### src/rtl/load_align_queue_if.sv
// Load-return queue bus: issue side, in-order memory responses and the writeback handshake.
interface load_align_queue_if #(
   parameter int REG_W = 5
);
   logic             flush;
   logic             req_valid;
   logic             req_ready;
   logic [1:0]       req_addr_lo;
   logic [2:0]       req_size;
   logic             req_sign_ext;
   logic [1:0]       req_left_right;
   logic [31:0]      req_rt_data;
   logic [REG_W-1:0] req_dest;
   logic             rsp_valid;
   logic [31:0]      rsp_data;
   logic             wb_valid;
   logic             wb_ready;
   logic [31:0]      wb_data;
   logic [REG_W-1:0] wb_dest;

   modport master (
      output flush, req_valid, req_addr_lo, req_size, req_sign_ext, req_left_right,
             req_rt_data, req_dest, rsp_valid, rsp_data, wb_ready,
      input  req_ready, wb_valid, wb_data, wb_dest
   );

   modport slave (
      input  flush, req_valid, req_addr_lo, req_size, req_sign_ext, req_left_right,
             req_rt_data, req_dest, rsp_valid, rsp_data, wb_ready,
      output req_ready, wb_valid, wb_data, wb_dest
   );
endinterface

### src/rtl/load_align_queue.sv
// In-order load-return queue: records load format info, captures memory data in order,
// aligns/extends/merges it and hands results to writeback; flushed loads become ghosts.
module load_align_queue #(
   parameter int DEPTH  = 4,
   parameter int REG_W  = 5,
   parameter int BYPASS = 1
) (
   input logic             clk,
   input logic             rst,
   load_align_queue_if.slave lq
);
   localparam int PW = $clog2(DEPTH);
   localparam int CW = PW + 1;
   localparam logic [CW:0] DEPTH_V = (CW+1)'(DEPTH);

   typedef struct packed {
      logic [2:0]       size;
      logic             sign_ext;
      logic [1:0]       lr;
      logic [1:0]       lo;
      logic [31:0]      rt;
      logic [REG_W-1:0] dest;
   } fmt_t;

   fmt_t        info     [DEPTH];
   logic [31:0] data_mem [DEPTH];

   logic [PW-1:0] head, tail, rsp_idx;
   // Responses arrive in order, so entries holding data are always a prefix from head;
   // data_cnt stands in for the per-entry has_data flags.
   logic [CW-1:0] count, data_cnt, ghost_cnt, kill_sum, ghost_flush;
   logic [CW:0]   occ;
   logic          enq, rsp_hit, rsp_ghost, head_ready, bypass, pop;
   logic [31:0]   pop_data, fmt_out;

   function automatic logic [31:0] format_load(input fmt_t f, input logic [31:0] d);
      logic [7:0]  b;
      logic [15:0] h;
      logic [31:0] r;
      b = 8'(d >> {f.lo, 3'b000});
      h = f.lo[1] ? d[31:16] : d[15:0];
      r = '0;
      case (f.size)
         3'd0: r = {{24{f.sign_ext & b[7]}}, b};
         3'd1: r = {{16{f.sign_ext & h[15]}}, h};
         3'd2: begin
            case (f.lr)
               2'd0: r = d;
               2'd1: begin
                  case (f.lo)
                     2'd0:    r = {d[7:0],  f.rt[23:0]};
                     2'd1:    r = {d[15:0], f.rt[15:0]};
                     2'd2:    r = {d[23:0], f.rt[7:0]};
                     default: r = d;
                  endcase
               end
               2'd2: begin
                  case (f.lo)
                     2'd0:    r = d;
                     2'd1:    r = {f.rt[31:24], d[31:8]};
                     2'd2:    r = {f.rt[31:16], d[31:16]};
                     default: r = {f.rt[31:8],  d[31:24]};
                  endcase
               end
               default: r = '0;
            endcase
         end
         default: r = '0;
      endcase
      return r;
   endfunction

   assign occ          = {1'b0, count} + {1'b0, ghost_cnt};
   assign lq.req_ready = !lq.flush && (occ < DEPTH_V);
   assign enq          = lq.req_valid && lq.req_ready;

   assign rsp_ghost  = lq.rsp_valid && (ghost_cnt != '0);
   assign rsp_hit    = lq.rsp_valid && (ghost_cnt == '0) && (data_cnt != count);
   assign rsp_idx    = head + data_cnt[PW-1:0];
   assign head_ready = (data_cnt != '0);
   assign bypass     = (BYPASS != 0) && rsp_hit && !head_ready;
   assign pop        = !lq.flush && (!lq.wb_valid || lq.wb_ready) && (head_ready || bypass);
   assign pop_data   = head_ready ? data_mem[head] : lq.rsp_data;
   assign fmt_out    = format_load(info[head], pop_data);

   // On flush every entry still waiting for data turns into a ghost; a response in the
   // same cycle retires one of them (or an older ghost).
   assign kill_sum    = ghost_cnt + (count - data_cnt);
   assign ghost_flush = (lq.rsp_valid && (kill_sum != '0)) ? kill_sum - CW'(1) : kill_sum;

   always_ff @(posedge clk) begin
      if (rst) begin
         head        <= '0;
         tail        <= '0;
         count       <= '0;
         data_cnt    <= '0;
         ghost_cnt   <= '0;
         lq.wb_valid <= 1'b0;
         lq.wb_data  <= '0;
         lq.wb_dest  <= '0;
      end else if (lq.flush) begin
         head        <= tail;
         count       <= '0;
         data_cnt    <= '0;
         ghost_cnt   <= ghost_flush;
         lq.wb_valid <= 1'b0;
      end else begin
         if (enq) tail <= tail + PW'(1);
         if (pop) head <= head + PW'(1);
         count     <= count + CW'(enq) - CW'(pop);
         data_cnt  <= data_cnt + CW'(rsp_hit) - CW'(pop);
         ghost_cnt <= ghost_cnt - CW'(rsp_ghost);
         if (pop) begin
            lq.wb_valid <= 1'b1;
            lq.wb_data  <= fmt_out;
            lq.wb_dest  <= info[head].dest;
         end else if (lq.wb_ready) begin
            lq.wb_valid <= 1'b0;
         end
      end
   end

   always_ff @(posedge clk) begin
      if (enq) begin
         info[tail] <= '{size: lq.req_size, sign_ext: lq.req_sign_ext, lr: lq.req_left_right,
                         lo: lq.req_addr_lo, rt: lq.req_rt_data, dest: lq.req_dest};
      end
      if (rsp_hit) data_mem[rsp_idx] <= lq.rsp_data;
   end
endmodule

### src/flat_wrapper.sv
// flat-port wrapper written by rule: the top's interface ports become plain ports
module load_align_queue_flat 
#(
   parameter int DEPTH  = 4,
   parameter int REG_W  = 5,
   parameter int BYPASS = 1
)
  (clk, rst, lq_flush, lq_req_valid, lq_req_addr_lo, lq_req_size, lq_req_sign_ext, lq_req_left_right, lq_req_rt_data, lq_req_dest, lq_rsp_valid, lq_rsp_data, lq_wb_ready, lq_req_ready, lq_wb_valid, lq_wb_data, lq_wb_dest);
  load_align_queue_if #(.REG_W(REG_W)) lq_i ();
  input logic clk;
  input logic rst;
  input wire logic [$bits(lq_i.flush)-1:0] lq_flush;
  input wire logic [$bits(lq_i.req_valid)-1:0] lq_req_valid;
  input wire logic [$bits(lq_i.req_addr_lo)-1:0] lq_req_addr_lo;
  input wire logic [$bits(lq_i.req_size)-1:0] lq_req_size;
  input wire logic [$bits(lq_i.req_sign_ext)-1:0] lq_req_sign_ext;
  input wire logic [$bits(lq_i.req_left_right)-1:0] lq_req_left_right;
  input wire logic [$bits(lq_i.req_rt_data)-1:0] lq_req_rt_data;
  input wire logic [$bits(lq_i.req_dest)-1:0] lq_req_dest;
  input wire logic [$bits(lq_i.rsp_valid)-1:0] lq_rsp_valid;
  input wire logic [$bits(lq_i.rsp_data)-1:0] lq_rsp_data;
  input wire logic [$bits(lq_i.wb_ready)-1:0] lq_wb_ready;
  output wire logic [$bits(lq_i.req_ready)-1:0] lq_req_ready;
  output wire logic [$bits(lq_i.wb_valid)-1:0] lq_wb_valid;
  output wire logic [$bits(lq_i.wb_data)-1:0] lq_wb_data;
  output wire logic [$bits(lq_i.wb_dest)-1:0] lq_wb_dest;
  assign lq_i.flush = lq_flush;
  assign lq_i.req_valid = lq_req_valid;
  assign lq_i.req_addr_lo = lq_req_addr_lo;
  assign lq_i.req_size = lq_req_size;
  assign lq_i.req_sign_ext = lq_req_sign_ext;
  assign lq_i.req_left_right = lq_req_left_right;
  assign lq_i.req_rt_data = lq_req_rt_data;
  assign lq_i.req_dest = lq_req_dest;
  assign lq_i.rsp_valid = lq_rsp_valid;
  assign lq_i.rsp_data = lq_rsp_data;
  assign lq_i.wb_ready = lq_wb_ready;
  assign lq_req_ready = lq_i.req_ready;
  assign lq_wb_valid = lq_i.wb_valid;
  assign lq_wb_data = lq_i.wb_data;
  assign lq_wb_dest = lq_i.wb_dest;
  load_align_queue #(.DEPTH(DEPTH), .REG_W(REG_W), .BYPASS(BYPASS)) u_core (.clk(clk), .rst(rst), .lq(lq_i));
endmodule
### config.mk
export PLATFORM = sky130hd
export DESIGN_NAME = load_align_queue_flat
export DESIGN_NICKNAME = d
export VERILOG_FILES = /design/src/rtl/load_align_queue_if.sv /design/src/rtl/load_align_queue.sv /design/src/flat_wrapper.sv
export SDC_FILE = /design/constraint.sdc
export NUM_CORES = 1
export LEC_CHECK = 0
export ABC_AREA = 0
export BUFFER_PORTS_ARGS = -buffer_cell sky130_fd_sc_hd__clkbuf_2
export CORE_UTILIZATION = 62
export CTS_BUF_LIST = sky130_fd_sc_hd__clkbuf_8
export CTS_CLUSTER_SIZE = 8
export DETAILED_ROUTE_END_ITERATION = 8
export PLACE_DENSITY = 0.82
export SYNTH_ARGS = -nofsm -noshare
export SYNTH_HDL_FRONTEND = slang
export SYNTH_SLANG_ARGS = --single-unit
### constraint.sdc
create_clock -name clk -period 3.85 [get_ports clk]
set_clock_uncertainty 0.05 [all_clocks]
set_input_delay 0.77 -clock clk [delete_from_list [all_inputs] [get_ports clk]]
set_output_delay 0.77 -clock clk [all_outputs]
set_load 0.05 [all_outputs]
==> results_dict.tcl <==
set metrics [dict create \
    status "completed" \
    cts_post_setup_buffers_inserted 0 \
    gp_routability_congestion 0.935 \
    clock_latency_ps 590 \
    rsz0062_at_grt "no" \
    layout_commonest_cell "edfxtp_1" \
    vias_per_cell 6.47 \
    setup_viol 0 \
    p_leak_uw 0.00634 \
    synthDistinctLibCells 70 \
    synth_cells 980 \
    critPathSlowestCell "or4_1" \
    die_area_um2 26500 \
    final_cell_mix "edfxtp_1 (308), clkbuf_2 (121), mux4_2 (76)" \
    root_buffer "clkbuf_8" \
    cts_max_level 2 \
    seq_area_frac_synth_pct 64.4 \
    period_minus_slack_ps 3280 \
    ys_ff_latch 361 \
    cp_slowest_stage_delay_ps 500 \
    drive_above_1_share_pct 27.9 \
    synth_warnings 0 \
    cts_buffers 56 \
    ir_drop_mv 0.483 \
    max_cap_violations 0 \
    synth_edf_count 308 \
    synth_top_cell_by_area "edfxtp_1" \
    synth-compound-area-share_pct 8.30 \
    synth_xor_xnor_area_share_pct 0.931 \
    path_buf_inv 1 \
    cts_hold_buf 0 \
    grt_pass1_vias 9569 \
    synthSimpleGateAreaFrac_pct 4.82 \
    yosys-top-cells-area "edfxtp_1 (58%), mux4_2 (11%), dfxtp_1 (6.6%)" \
    worst-setup-path-type "reg -> out" \
    worst-path-max-fanout 6 \
    max_slew_margin_pct 51.9 \
    grt_pass1_wl_mm 54.5 \
    synth_top_area_share_pct 57.8 \
    maxSlewViolCount 0 \
    cts_tree "done" \
    hold_ws_ps 353 \
    synth-async-reset-ratio_pct 0 \
    place.port_buffers 121 \
    wl_per_cell_um 23.9 \
    vias 9674 \
    arrival_ps 2460 \
    fp-row-count 58 \
    dp_hpwl_mm 23.8 \
    muxShareOfSynthArea_pct 16.7 \
    grt_overflow_total 0 \
    worst_pin_slew_ps 702 \
    synth_top_family_by_area "multiplexers" \
    track_usage_pct 27.8 \
    period_share_pct 85.2 \
    drcViolationCount 0 \
    synth_area_per_cell_um2 16.3 \
    first_iter_violations 996 \
    hold_violations 0 \
    cp_cell_sequence "ha_1 > or4_1 > a31oi_1 > clkbuf_2" \
    wl_mm 35.8 \
    coreArea_um2 25300 \
    fp.dieW_um 163 \
    ant_nets 0 \
    synth_fp_nets 1084 \
    cp.required_ps 3030 \
    critPathCaptureType "output port" \
    synth-adder-area-share_pct 1.83 \
    firstDrtPassIters 5 \
    io_pins 122 \
    ctsResizeCount 0 \
    clk_pin_slew_ps 60 \
    clkSinkCount 361 \
    die_h_um 163 \
    cts_buffer_depth 3 \
    power.density_nw_per_um2 706 \
    diodes 0 \
    start_kind "flop" \
    layout.nets 1224 \
    antenna_found_initial 1 \
    grt_max_degree 46 \
    hp-class "in -> reg" \
    synthFlopType "edfxtp_1" \
    path_delay_family "simple AND/OR/NAND/NOR gates" \
    max_freq_mhz 305 \
    synthToLayoutAreaGrowth_pct 12.1 \
    initial_core_util_pct 63.4 \
    syn-cell-area_um2 16000 \
    tns_ps 0 \
]
## cell families (layout without fill, tap and decap cells)
kind of cell             after synthesis  count (layout)
XOR/XNOR                              17              17
AO/OA/AOI/OAI                        169             169
buffers and inverters                 90             276
AND/OR/NAND/NOR                      156             156
multiplexers                         166             166
adder cells (fa/ha/maj)               21              21
flip-flops                           361             361
## flip-flops by register name, summed over array words and instances (netlist names), named ones only
register / count
u_core.count: 3
u_core.data_cnt: 3
u_core.tail: 2
u_core.data_mem: 128
u_core.lq.wb_dest: 5
u_core.lq.wb_valid: 1
u_core.ghost_cnt: 3
u_core.info: 180
u_core.head: 2
u_core.lq.wb_data: 32
## worst paths after layout
path                                       startpoint               endpoint  slack (ps)  cells past startpoint
worst max-delay path              u_core.ghost_cnt[2]           lq_req_ready         570                      4
worst max register to register                   flop  u_core.lq.wb_data[23]         680                      7
worst min-delay path                lq_req_rt_data[8]     u_core.info[3][13]         350                      1
worst min register to register  u_core.lq.wb_data[17]  u_core.lq.wb_data[17]         440                      1
## through the flow
step | instance area (um2) | utilization (%) | setup WS [ps] | total power (uW) | instances
after global placement | 16900 | 67.0 | 705 | 9700 | 1392
after CTS | 17900 | 71.0 | 562 | 12600 | 1496
after floorplan | 16000 | - | 340 | 8580 | 980
after detailed placement | 16900 | 67.0 | 674 | 9810 | 1392
after global routing | 17900 | 71.0 | 381 | 13300 | 1496
final | 17900 | 71.0 | 569 | 12700 | 1496
## cells in the mapped netlist (6+ instances only)
cell       number
a211oi_1        8
a21oi_1        10
a221o_1         9
a221oi_1       15
a22oi_1         9
and2_1          9
and3_1          8
buf_2          21
buf_4           8
buf_6          12
clkbuf_1       18
dfxtp_1        53
edfxtp_1      308
ha_1           17
inv_1          26
mux2_2         13
mux2i_1        74
mux4_2         76
nand2_1        55
nand2b_1       16
nand3_1         9
nor2_1         30
nor2b_1         6
nor3_1          7
o211ai_1       29
o21ai_0        15
o2bb2ai_1       8
o31ai_1         6
xnor2_1        14
## area by class of cell
type,count,area (um2)
tap,330,413
fill,1640,7330
clock buffer,61,840
timing repair buffer,146,868
multi-input combinational,529,5220
clock inverter,43,170
inverter,26,97.6
sequential,361,10300
## where the power goes
part | leakage [uW] | internal [uW] | switching [uW] | total [uW]
Clock | 0.000644 | 1450 | 1390 | 2840
Sequential | 0.00321 | 4670 | 187 | 4860
Combinational | 0.00248 | 1980 | 2970 | 4960
Total | 0.00634 | 8100 | 4550 | 12700
## layer usage
metal / global-route usage, % / up-vias / wire (um) / share of wire, %
met5: 0 / - / 0 / 0
met4: 9.90 / 0 / 950 / 2.7
met3: 6.60 / 73 / 3610 / 10
met2: 41.7 / 547 / 16500 / 46
met1: 40.2 / 4808 / 14700 / 41
li1: - / 4246 / - / -
Power figures use the tool's default switching activity.
